File: config.mk
export PLATFORM = sky130hd
export DESIGN_NAME = ex_operand_stage
export DESIGN_NICKNAME = d
export VERILOG_FILES = /design/src/rtl/ex_operand_stage.sv
export SDC_FILE = /design/constraint.sdc
export NUM_CORES = 1
export LEC_CHECK = 0
export CAP_MARGIN = 40
export CORE_UTILIZATION = 45
export CTS_CLUSTER_DIAMETER = 100
export DETAILED_ROUTE_END_ITERATION = 10
export DONT_BUFFER_PORTS = 1
export GPL_ROUTABILITY_DRIVEN = 0
export PLACE_DENSITY_LB_ADDON = 0.1
export SLEW_MARGIN = 25
export SYNTH_ARGS = -nofsm -noshare
export SYNTH_HDL_FRONTEND = slang
export SYNTH_SLANG_ARGS = --single-unit
File: constraint.sdc
create_clock -name clk -period 2.6 [get_ports clk]
set_input_delay 0.52 -clock clk [delete_from_list [all_inputs] [get_ports clk]]
set_output_delay 0.52 -clock clk [all_outputs]
set_load 0.03 [all_outputs]
File: src/rtl/ex_operand_stage.sv
// ex_operand_stage
//
// ID/EX pipeline register with operand forwarding, feeding the ALU.
// Each cycle it latches one decoded instruction. RAW hazards are resolved by
// forwarding from EX/MEM (highest priority) and MEM/WB. A load-use hazard
// inserts a one-cycle bubble.
//
// Ports:
//   clk, reset            clock, synchronous active-high reset
//   stall, flush          global hold / redirect bubble
//   id_*                  decoded instruction from the decode stage
//   exmem_*, memwb_*      write-back info from later stages, used for forwarding
//   alu_op, alu_a, alu_b  ALU operands (a/b forwarded combinationally)
//   ex_store_data         forwarded rt, used as store data
//   ex_valid, ex_reg_write, ex_mem_read, ex_rd_addr   registered control
//   load_use_stall        combinational; upstream must hold PC and IF/ID

module ex_operand_stage #(
   parameter int unsigned DATA_W = 32,
   parameter int unsigned RA_W   = 5
) (
   input  logic              clk,
   input  logic              reset,
   input  logic              stall,
   input  logic              flush,
   input  logic              id_valid,
   input  logic [3:0]        id_alu_op,
   input  logic [RA_W-1:0]   id_rs_addr,
   input  logic [RA_W-1:0]   id_rt_addr,
   input  logic [DATA_W-1:0] id_rs_data,
   input  logic [DATA_W-1:0] id_rt_data,
   input  logic [DATA_W-1:0] id_imm,
   input  logic              id_alu_src,
   input  logic [RA_W-1:0]   id_rd_addr,
   input  logic              id_reg_write,
   input  logic              id_mem_read,
   input  logic              exmem_reg_write,
   input  logic [RA_W-1:0]   exmem_rd_addr,
   input  logic [DATA_W-1:0] exmem_result,
   input  logic              memwb_reg_write,
   input  logic [RA_W-1:0]   memwb_rd_addr,
   input  logic [DATA_W-1:0] memwb_result,
   output logic [3:0]        alu_op,
   output logic [DATA_W-1:0] alu_a,
   output logic [DATA_W-1:0] alu_b,
   output logic [DATA_W-1:0] ex_store_data,
   output logic              ex_valid,
   output logic              ex_reg_write,
   output logic              ex_mem_read,
   output logic [RA_W-1:0]   ex_rd_addr,
   output logic              load_use_stall
);

   // ID/EX register fields
   logic              valid_q;
   logic [3:0]        alu_op_q;
   logic [RA_W-1:0]   rs_addr_q;
   logic [RA_W-1:0]   rt_addr_q;
   logic [DATA_W-1:0] rs_data_q;
   logic [DATA_W-1:0] rt_data_q;
   logic [DATA_W-1:0] imm_q;
   logic              alu_src_q;
   logic [RA_W-1:0]   rd_addr_q;
   logic              reg_write_q;
   logic              mem_read_q;

   logic [DATA_W-1:0] fwd_rs;
   logic [DATA_W-1:0] fwd_rt;

   // rt is compared even for immediate-form instructions; harmless extra stall.
   assign load_use_stall = valid_q & mem_read_q & (rd_addr_q != '0) & id_valid &
                           ((rd_addr_q == id_rs_addr) | (rd_addr_q == id_rt_addr));

   always_ff @(posedge clk) begin
      if (reset || flush || (!stall && load_use_stall)) begin
         valid_q     <= 1'b0;
         alu_op_q    <= '0;
         rs_addr_q   <= '0;
         rt_addr_q   <= '0;
         rs_data_q   <= '0;
         rt_data_q   <= '0;
         imm_q       <= '0;
         alu_src_q   <= 1'b0;
         rd_addr_q   <= '0;
         reg_write_q <= 1'b0;
         mem_read_q  <= 1'b0;
      end else if (!stall) begin
         valid_q     <= id_valid;
         alu_op_q    <= id_alu_op;
         rs_addr_q   <= id_rs_addr;
         rt_addr_q   <= id_rt_addr;
         rs_data_q   <= id_rs_data;
         rt_data_q   <= id_rt_data;
         imm_q       <= id_imm;
         alu_src_q   <= id_alu_src;
         rd_addr_q   <= id_rd_addr;
         reg_write_q <= id_reg_write;
         mem_read_q  <= id_mem_read;
      end
   end

   // Forwarding: register 0 is never forwarded; EX/MEM beats MEM/WB.
   always_comb begin
      fwd_rs = rs_data_q;
      if (rs_addr_q != '0) begin
         if (exmem_reg_write && (exmem_rd_addr == rs_addr_q)) begin
            fwd_rs = exmem_result;
         end else if (memwb_reg_write && (memwb_rd_addr == rs_addr_q)) begin
            fwd_rs = memwb_result;
         end
      end
   end

   always_comb begin
      fwd_rt = rt_data_q;
      if (rt_addr_q != '0) begin
         if (exmem_reg_write && (exmem_rd_addr == rt_addr_q)) begin
            fwd_rt = exmem_result;
         end else if (memwb_reg_write && (memwb_rd_addr == rt_addr_q)) begin
            fwd_rt = memwb_result;
         end
      end
   end

   assign alu_op        = alu_op_q;
   assign alu_a         = fwd_rs;
   assign alu_b         = alu_src_q ? imm_q : fwd_rt;
   assign ex_store_data = fwd_rt;
   assign ex_valid      = valid_q;
   assign ex_reg_write  = reg_write_q;
   assign ex_mem_read   = mem_read_q;
   assign ex_rd_addr    = rd_addr_q;

endmodule

# == Word-level counts from Yosys, hierarchy flattened ==
# Index checks and enable logic that the tools add are counted.
# totals
reg_bits,119
output_inout_bits,109
inputBits,199
elab_cells,40
# op_classes
mux,7
n_reduce_logical,11
bitwise,5
n_eq_ne,6
# ops
cell,count
$mux W32,7
$eq A5 B5 Y1,6
$reduce_bool A5 Y1,3
$logic_and A1 B1 Y1,5
$and A1 B1 Y1,4
$logic_or A1 B1 Y1,2
$logic_not A1 Y1,1
$or A1 B1 Y1,1

# == Longest topological paths before layout ==
# Gate-level depths: netlist (run 1).
# depth
depth_word,6
depth_mapped,7

# == Worst setup path before layout (run 1) ==
# No wires, ideal clock.
# synth_path
kind,input-to-output
startpoint,input port exmem_rd_addr[3]
endpoint,output port alu_a[10]
slack_ns,0.021
stages,7
required_time_ns,2.080
t_arrival_ns,2.059
n_path_buf,3
path_cell_list,xnor2_1 -> nand4_1 -> or2_2 -> clkbuf_1 -> buf_2 -> buf_1 -> o221ai_1
# synth_via
elab_chain_len,4
# synth_lines
item,line,source
"start, declared",38,"input logic [RA_W-1:0] exmem_rd_addr,"
$eq A5 B5 Y1,106,if (exmem_reg_write && (exmem_rd_addr == rs_addr_q)) begin
$logic_and A1 B1 Y1,106,
$mux W32,106,
$mux W32,105,if (rs_addr_q != '0) begin
"end, declared",44,"output logic [DATA_W-1:0] alu_a,"
# Every way passes these cells.

# == Worst setup path in the final report (run 1) ==
# layout_path
startpoint,register rt_addr_q[0]
endpoint,output port alu_b[20]
# layout_via
elab_chain_len,6
# layout_lines
item,line,source
"start, declared",58,logic [RA_W-1:0] rt_addr_q;
"start signal, assigned",91,rt_addr_q <= id_rt_addr;
$eq A5 B5 Y1,119,end else if (memwb_reg_write && (memwb_rd_addr == rt_addr_q)) begin
$logic_and A1 B1 Y1,119,
$mux W32,119,
$mux W32,117,if (exmem_reg_write && (exmem_rd_addr == rt_addr_q)) begin
$mux W32 (*),116,if (rt_addr_q != '0) begin
$mux W32 (*),127,assign alu_b = alu_src_q ? imm_q : fwd_rt;
"end, declared",45,"output logic [DATA_W-1:0] alu_b,"
# Every way passes the cells marked *; elsewhere a longest branch is shown, timed or not.

==> metrics.txt, run 1 <==
status=finished, violations left; failing checks=negative setup slack; CP Max Fanout=23; clock sink count=roughly 120; crit path from=rt_addr_q[0]; most frequent cells in the layout=119 x mux2i_1, 106 x dfxtp_1, 101 x nor2_4, 64 x inv_1, 45 x buf_4; post-synthesis register bit count=about 120; synthesized netlist net count=between 1000 and 1500; Main synth FF type=dfxtp_1; vias in the first global route=between 6000 and 7000; H-Tree Level Count=4; starting DRC count in detailed routing=554; routed vias=between 7000 and 8000; CTS tree=built; core area=roughly 17000 sq um; post-synth top area cell=dfxtp_1; P&R area growth vs syn=34.5%; setup ws final=-0.368 ns; Post-synth EDFFs=0; ratio of cells with drive above 1 in the final layout=0.447; cell count after synthesis=850; Setup crit end=alu_b[20]; Synth top area share=0.294; first-pass GRT wire length=around 43 mm; sequential fraction of the synthesis area=0.294; nets@finish=roughly 1100; clock buffer depth=2; largest net degree at the start of global routing=~120; Critical R2R Launch=ex_rd_addr[0]; die width=approximately 140 um; post-DP HPWL=~21 mm; Slew Viols, Final=0; # DRC=0; final setup skew=0.0109 ns; commonest non-fill, non-tap cell in the layout=mux2i_1; ys async rst share=0; Final period util=1.14; Final min period=~3.0 ns; Max Cap Viol=0; Critical R2R Capture=rs_addr_q[0]; Detail Route Antenna Nets=0; Avg Inst Size Synth=9.53 sq um; Worst Path Arrival=between 2 and 2.5 ns; count of boundary I/O pins=roughly 310; Skew-Pair Late Insertion Delay=0.42 ns; Site Rows=48; TNS Setup=-21.92 ns; Via density=between 6 and 7; RSZ-0062 raised after global routing=true; Power per Cell Area=about 490 nW/um^2; DRT Wirelength=31.2 mm; worst hold path type=input pin to flip-flop; reg2reg setup slack=~0.37 ns; Final setup viols=96; initial core utilization=0.465; post-DR wirelength/cell=~27 um; yosys warns=0; Global Route Usage Sum=0.322; DIE AREA=18500 sq um; initial antenna violation count=3; Placed Area=about 8900 sq um; Final Util=0.626; Die Height=136 um; Final Hold Vio Count=0; total CTS buffers=17; worst vdd ir=0.457 mV; fmax=0.337 GHz; worst rel slew slack=0.571; Mapped Area=~8100 sq um; cell depth of the worst flop-to-flop path=7; Setup crit start kind=flip-flop; worst slack, placed=-0.135 ns; Port Buffers=0; Post-Layout Inst Area=~11000 sq um; Root Buffer=clkbuf_16; Crit Path Category=flip-flop to output port; Clock transition at path regs=approximately 0.060 ns; Req. time, crit path=about 2.1 ns; CP endpoint kind=output port; Leak Pwr=0.00430 uW; total congestion overflow=0; Netlist cell types=37; worst-margin pin slew=0.643 ns; leading post-synthesis cells by cell area=dfxtp_1 29%, mux2i_1 15%, nor2_4 14%, mux2_1 4.2%, a221o_1 4.0%; first drt pass iteration count=5
[cell usage after synthesis (6+ instances only)]
cell type and number:
a21oi_1 33, a221o_1 32, a22o_1 32, buf_12 11, buf_2 19, clkbuf_1 43, dfxtp_1 119, inv_1 64
mux2_1 30, mux2i_1 119, nand2_1 32, nand2b_1 32, nand3_1 6, nand4_1 33, nor2_1 26, nor2_4 100
nor3_1 35, o211ai_1 6, o221ai_1 26, xnor2_1 16, xor2_1 14
[metrics by stage]
step                total power (uW)  hold slack (ns)  cells
floorplan                       2720            0.463    850
global placement                2850            0.475   1092
detailed placement              2880            0.489   1093
CTS                             5320            0.236   1149
global route                    5530            0.248   1153
finish                          5360            0.246   1154
[state kept, by name (all words and copies together), names as in the netlist, 4 cells and up]
name,flops
imm_q,32
rs_data_q,32
rt_data_q,32
ex_rd_addr,5
rs_addr_q,5
rt_addr_q,5
alu_op,4
[worst min path at each step]
| stage | from | cells after the start | endpoint |
|---|---|---|---|
| floorplan | rs_data_q[10] | 2 | rs_data_q[10] |
| global placement | rs_data_q[14] | 2 | rs_data_q[14] |
| detailed placement | rs_data_q[15] | 2 | rs_data_q[15] |
| CTS | id_reg_write | 2 | ex_reg_write |
| global route | id_reg_write | 2 | ex_reg_write |
| finish | id_reg_write | 2 | ex_reg_write |
[critical path, stage by stage (launching register included)]
cell     delay, ns
dfxtp_2       0.33
buf_4         0.15
xnor2_1       0.22
nand2_1       0.13
buf_12        0.18
o22ai_4       0.19
buf_12        0.16
buf_12        0.15
a21oi_1       0.09
a221o_2       0.42
[power breakdown]
part | leakage [uW] | total, uW | internal, uW | switching (uW)
Clock | 0.000287 | 2370 | 1440 | 932
Combinational | 0.00303 | 1040 | 427 | 618
Sequential | 0.000977 | 1950 | 1880 | 61.9
Total | 0.00430 | 5360 | 3750 | 1610
[routing by layer]
| layer | wire length (um) | track usage | vias to the layer above | share of wire |
|---|---|---|---|---|
| met5 | 31 | 0 | - | 0.0010 |
| met1 | 12500 | 0.399 | 3426 | 0.40 |
| met2 | 14100 | 0.492 | 384 | 0.45 |
| met4 | 1190 | 0.148 | 4 | 0.038 |
| met3 | 3300 | 0.121 | 75 | 0.11 |
| li1 | - | - | 3173 | - |
[kinds of logic (layout without fill, tap and decap cells)]
kind of cell,after synthesis,in the layout,synth area share
AND/OR/NAND/NOR,272,272,0.250
XOR/XNOR,30,30,0.0324
flip-flops,119,119,0.294
AO/OA/AOI/OAI,134,134,0.137
buffers and inverters,144,222,0.0941
multiplexers,151,151,0.192
other,0,1,0
[repair_timing]
action | in CTS | in global routing
gates cloned | 12 | 2
endpoints found under the setup margin | 96 | 97
gates resized for setup | 131 | 132
hold buffers | 0 | 0
setup buffers | 12 | 6
pin swaps | 49 | 33
[final cells by class]
type / instances / area (sq um)
flip-flops and latches: 119 / 2410
fillers: 1436 / 6520
well taps: 225 / 282
multi-input cells: 587 / 5690
clock buffers: 18 / 439
repair buffers: 126 / 1680
clock inverters: 14 / 151
diodes: 1 / 2.50
inverters: 64 / 240
Power figures use the tool's default switching activity.
==> run 2, diff against run 1 <==
Settings changed: CORE_MARGIN set to 2, CTS_CLUSTER_SIZE set to 40.
==> run 2 against run 1 <==
  * The flow still finishes with violations (negative setup slack)
  * Non-clock buffer count is 10 lower
  * Via count decreased by 1.4%
  * First-iteration DRC count increased by 1.6%
  * Clock power is 8% higher
  * Total power rose by 3.0%
  * Die area increased by 3.0%
  * Cell area fell by 0.53%
  * Flip-flop and latch count unchanged
  * Routed wire length shrank 2.1%
  * Cell count decreased by 0.61%
  * Clock skew decreased by 0.0029 ns
  * Combinational power about the same
  * Largest cell class unchanged
  * Largest power group unchanged
  * Highest routed layer is now met4
==> metrics.txt, run 2 (synthesis results as in run 1) <==
status=finished, violations left; failing checks=negative setup slack; nets@finish=1104; Die Height=about 140 um; CTS tree=built; Fillers=between 1000 and 1500; Port Buffers=0; cell total after placement=1081; Post-Layout Cell Count=roughly 1100; die width=roughly 140 um; critical path's slowest cell=a221o_2; H-Tree Level Count=4; DRT Wirelength=~30 mm; Largest stage delay, worst path=about 0.47 ns; Req. time, crit path=between 2 and 2.5 ns; Leak Pwr=around 0.0042 uW; commonest non-fill, non-tap cell in the layout=mux2i_1; P&R area growth vs syn=33.8%; grt met2 use=0.437; setup ws final=-0.359 ns; ratio of cells with drive above 1 in the final layout=0.434; Root Buffer=clkbuf_16; clock buffer depth=2; Global Route Usage Sum=0.295; count of boundary I/O pins=between 300 and 400; Hold Path Origin=id_mem_read; total CTS buffers=17; Final Hold Vio Count=0; Final period util=1.14; Largest regs=imm_q (32), rs_data_q (32), rt_data_q (32); post-DR wirelength/cell=between 20 and 30 um; CP Max Fanout=7; Via density=6.07; most frequent cells in the layout=119 x mux2i_1, 107 x dfxtp_1, 101 x nor2_4, 64 x inv_1, 40 x buf_6; # DRC=0; crit path from=rt_addr_q[4]; Crit Path Category=flip-flop to output port; Detail Route Antenna Nets=0; worst rel slew slack=0.580; fmax=between 0.3 and 0.4 GHz; Most Used Layer, Global Route=met2; first drt pass iteration count=5; first-pass GRT wire length=~44 mm; Final setup viols=96; worst-margin pin slew=between 0.6 and 0.7 ns; worst vdd ir=about 0.45 mV; post-DP HPWL=about 20 mm; vias in the first global route=a little under 7000; total congestion overflow=0; CP endpoint kind=output port; Site Rows=between 40 and 50; Critical R2R Launch=ex_rd_addr[0]; worst hold path type=input pin to flip-flop; cell breakdown of the critical path=xnor2_2 > nand4_2 > nor2_4 > buf_12 > clkbuf_16 > mux2_4 > a221o_2; final setup skew=around 0.0080 ns; Slew Viols, Final=0; met1 usage=0.416; Max Cap Viol=0; Final min period=roughly 3.0 ns; Final Util=0.610; RSZ-0062 raised after global routing=true; initial antenna violation count=1; Power per Cell Area=just over 500 nW/um^2; hold_ws=0.251 ns; clock sink count=about 120; initial core utilization=0.456; M3 GR Usage=0.0693; core area=17800 sq um; routed vias=between 6000 and 7000; starting DRC count in detailed routing=around 560; Skew-Pair Late Insertion Delay=between 0.4 and 0.5 ns; Placed Area=between 8000 and 9000 sq um; Post-Layout Inst Area=10800 sq um; largest net degree at the start of global routing=between 100 and 150; DIE AREA=about 19000 sq um; Clock transition at path regs=around 0.060 ns; Worst Path Arrival=approximately 2.4 ns; Setup crit start kind=flip-flop; TNS Setup=-18.76 ns
==> run 2: cell count changes in the layout (fill, tap and decap cells not counted), sizes merged <==
cell | before | now
buf | 124 | 110
clkbuf | 20 | 23
clkinv | 8 | 5
bufinv | 2 | 4
clkinvlp | 2 | 3
==> run 2: worst max-delay path: cells and delay by family, from the launching register on <==
family,cells,cell delay (ns)
DFF,1,0.36
buffers and inverters,2,0.31
xor gates and xnor gates,1,0.18
and+or+nand+nor,2,0.36
muxes,1,0.33
AOI/OAI and AO/OA,1,0.47
==> run 2: repair_timing <==
item,4_1_cts,5_1_grt
pin swaps,28,65
endpoints found under the setup margin,96,97
gates resized for setup,184,77
setup buffers,10,13
hold buffers,0,0
cloned,7,8
==> run 2: path summary, 6_finish.rpt <==
kind / end / cells past startpoint / slack [ns]
worst max register to register: rt_data_q[13] / 7 / 0.38
worst max-delay path: alu_b[30] / 7 / -0.36
worst min register to register: rs_data_q[16] / 2 / 0.51
worst min-delay path: ex_mem_read / 2 / 0.25
==> run 2: per-layer routing <==
layer	share of wire	vias to the layer above
li1	-	3128
met1	0.44	3392
met2	0.44	380
met3	0.085	64
met4	0.032	0
met5	0	-
==> run 2: per-stage QoR <==
stage | setup slack, ns | total power [uW]
final | -0.359 | 5520
after detailed placement | -0.0589 | 2870
after global placement | -0.0620 | 2840
after CTS | -0.313 | 5500
after global routing | -0.415 | 5690
after floorplan | 0.0205 | 2720
==> run 2: power by group <==
part	switching, uW	internal [uW]	leakage, uW
Combinational	611	422	0.00297
Clock	940	1610	0.000296
Sequential	60.9	1880	0.000977
==> run 2: cell type report <==
| type | count | area, sq um | area share |
|---|---|---|---|
| flip-flops and latches | 119 | 2410 | 0.223 |
| clock buffers | 17 | 425 | 0.0393 |
| repair buffers | 116 | 1630 | 0.150 |
| inverters | 64 | 240 | 0.0222 |
| clock inverters | 14 | 200 | 0.0185 |
| diodes | 1 | 2.50 | 0.000231 |
| well taps | 229 | 287 | 0.0264 |
| multi-input cells | 587 | 5640 | 0.520 |
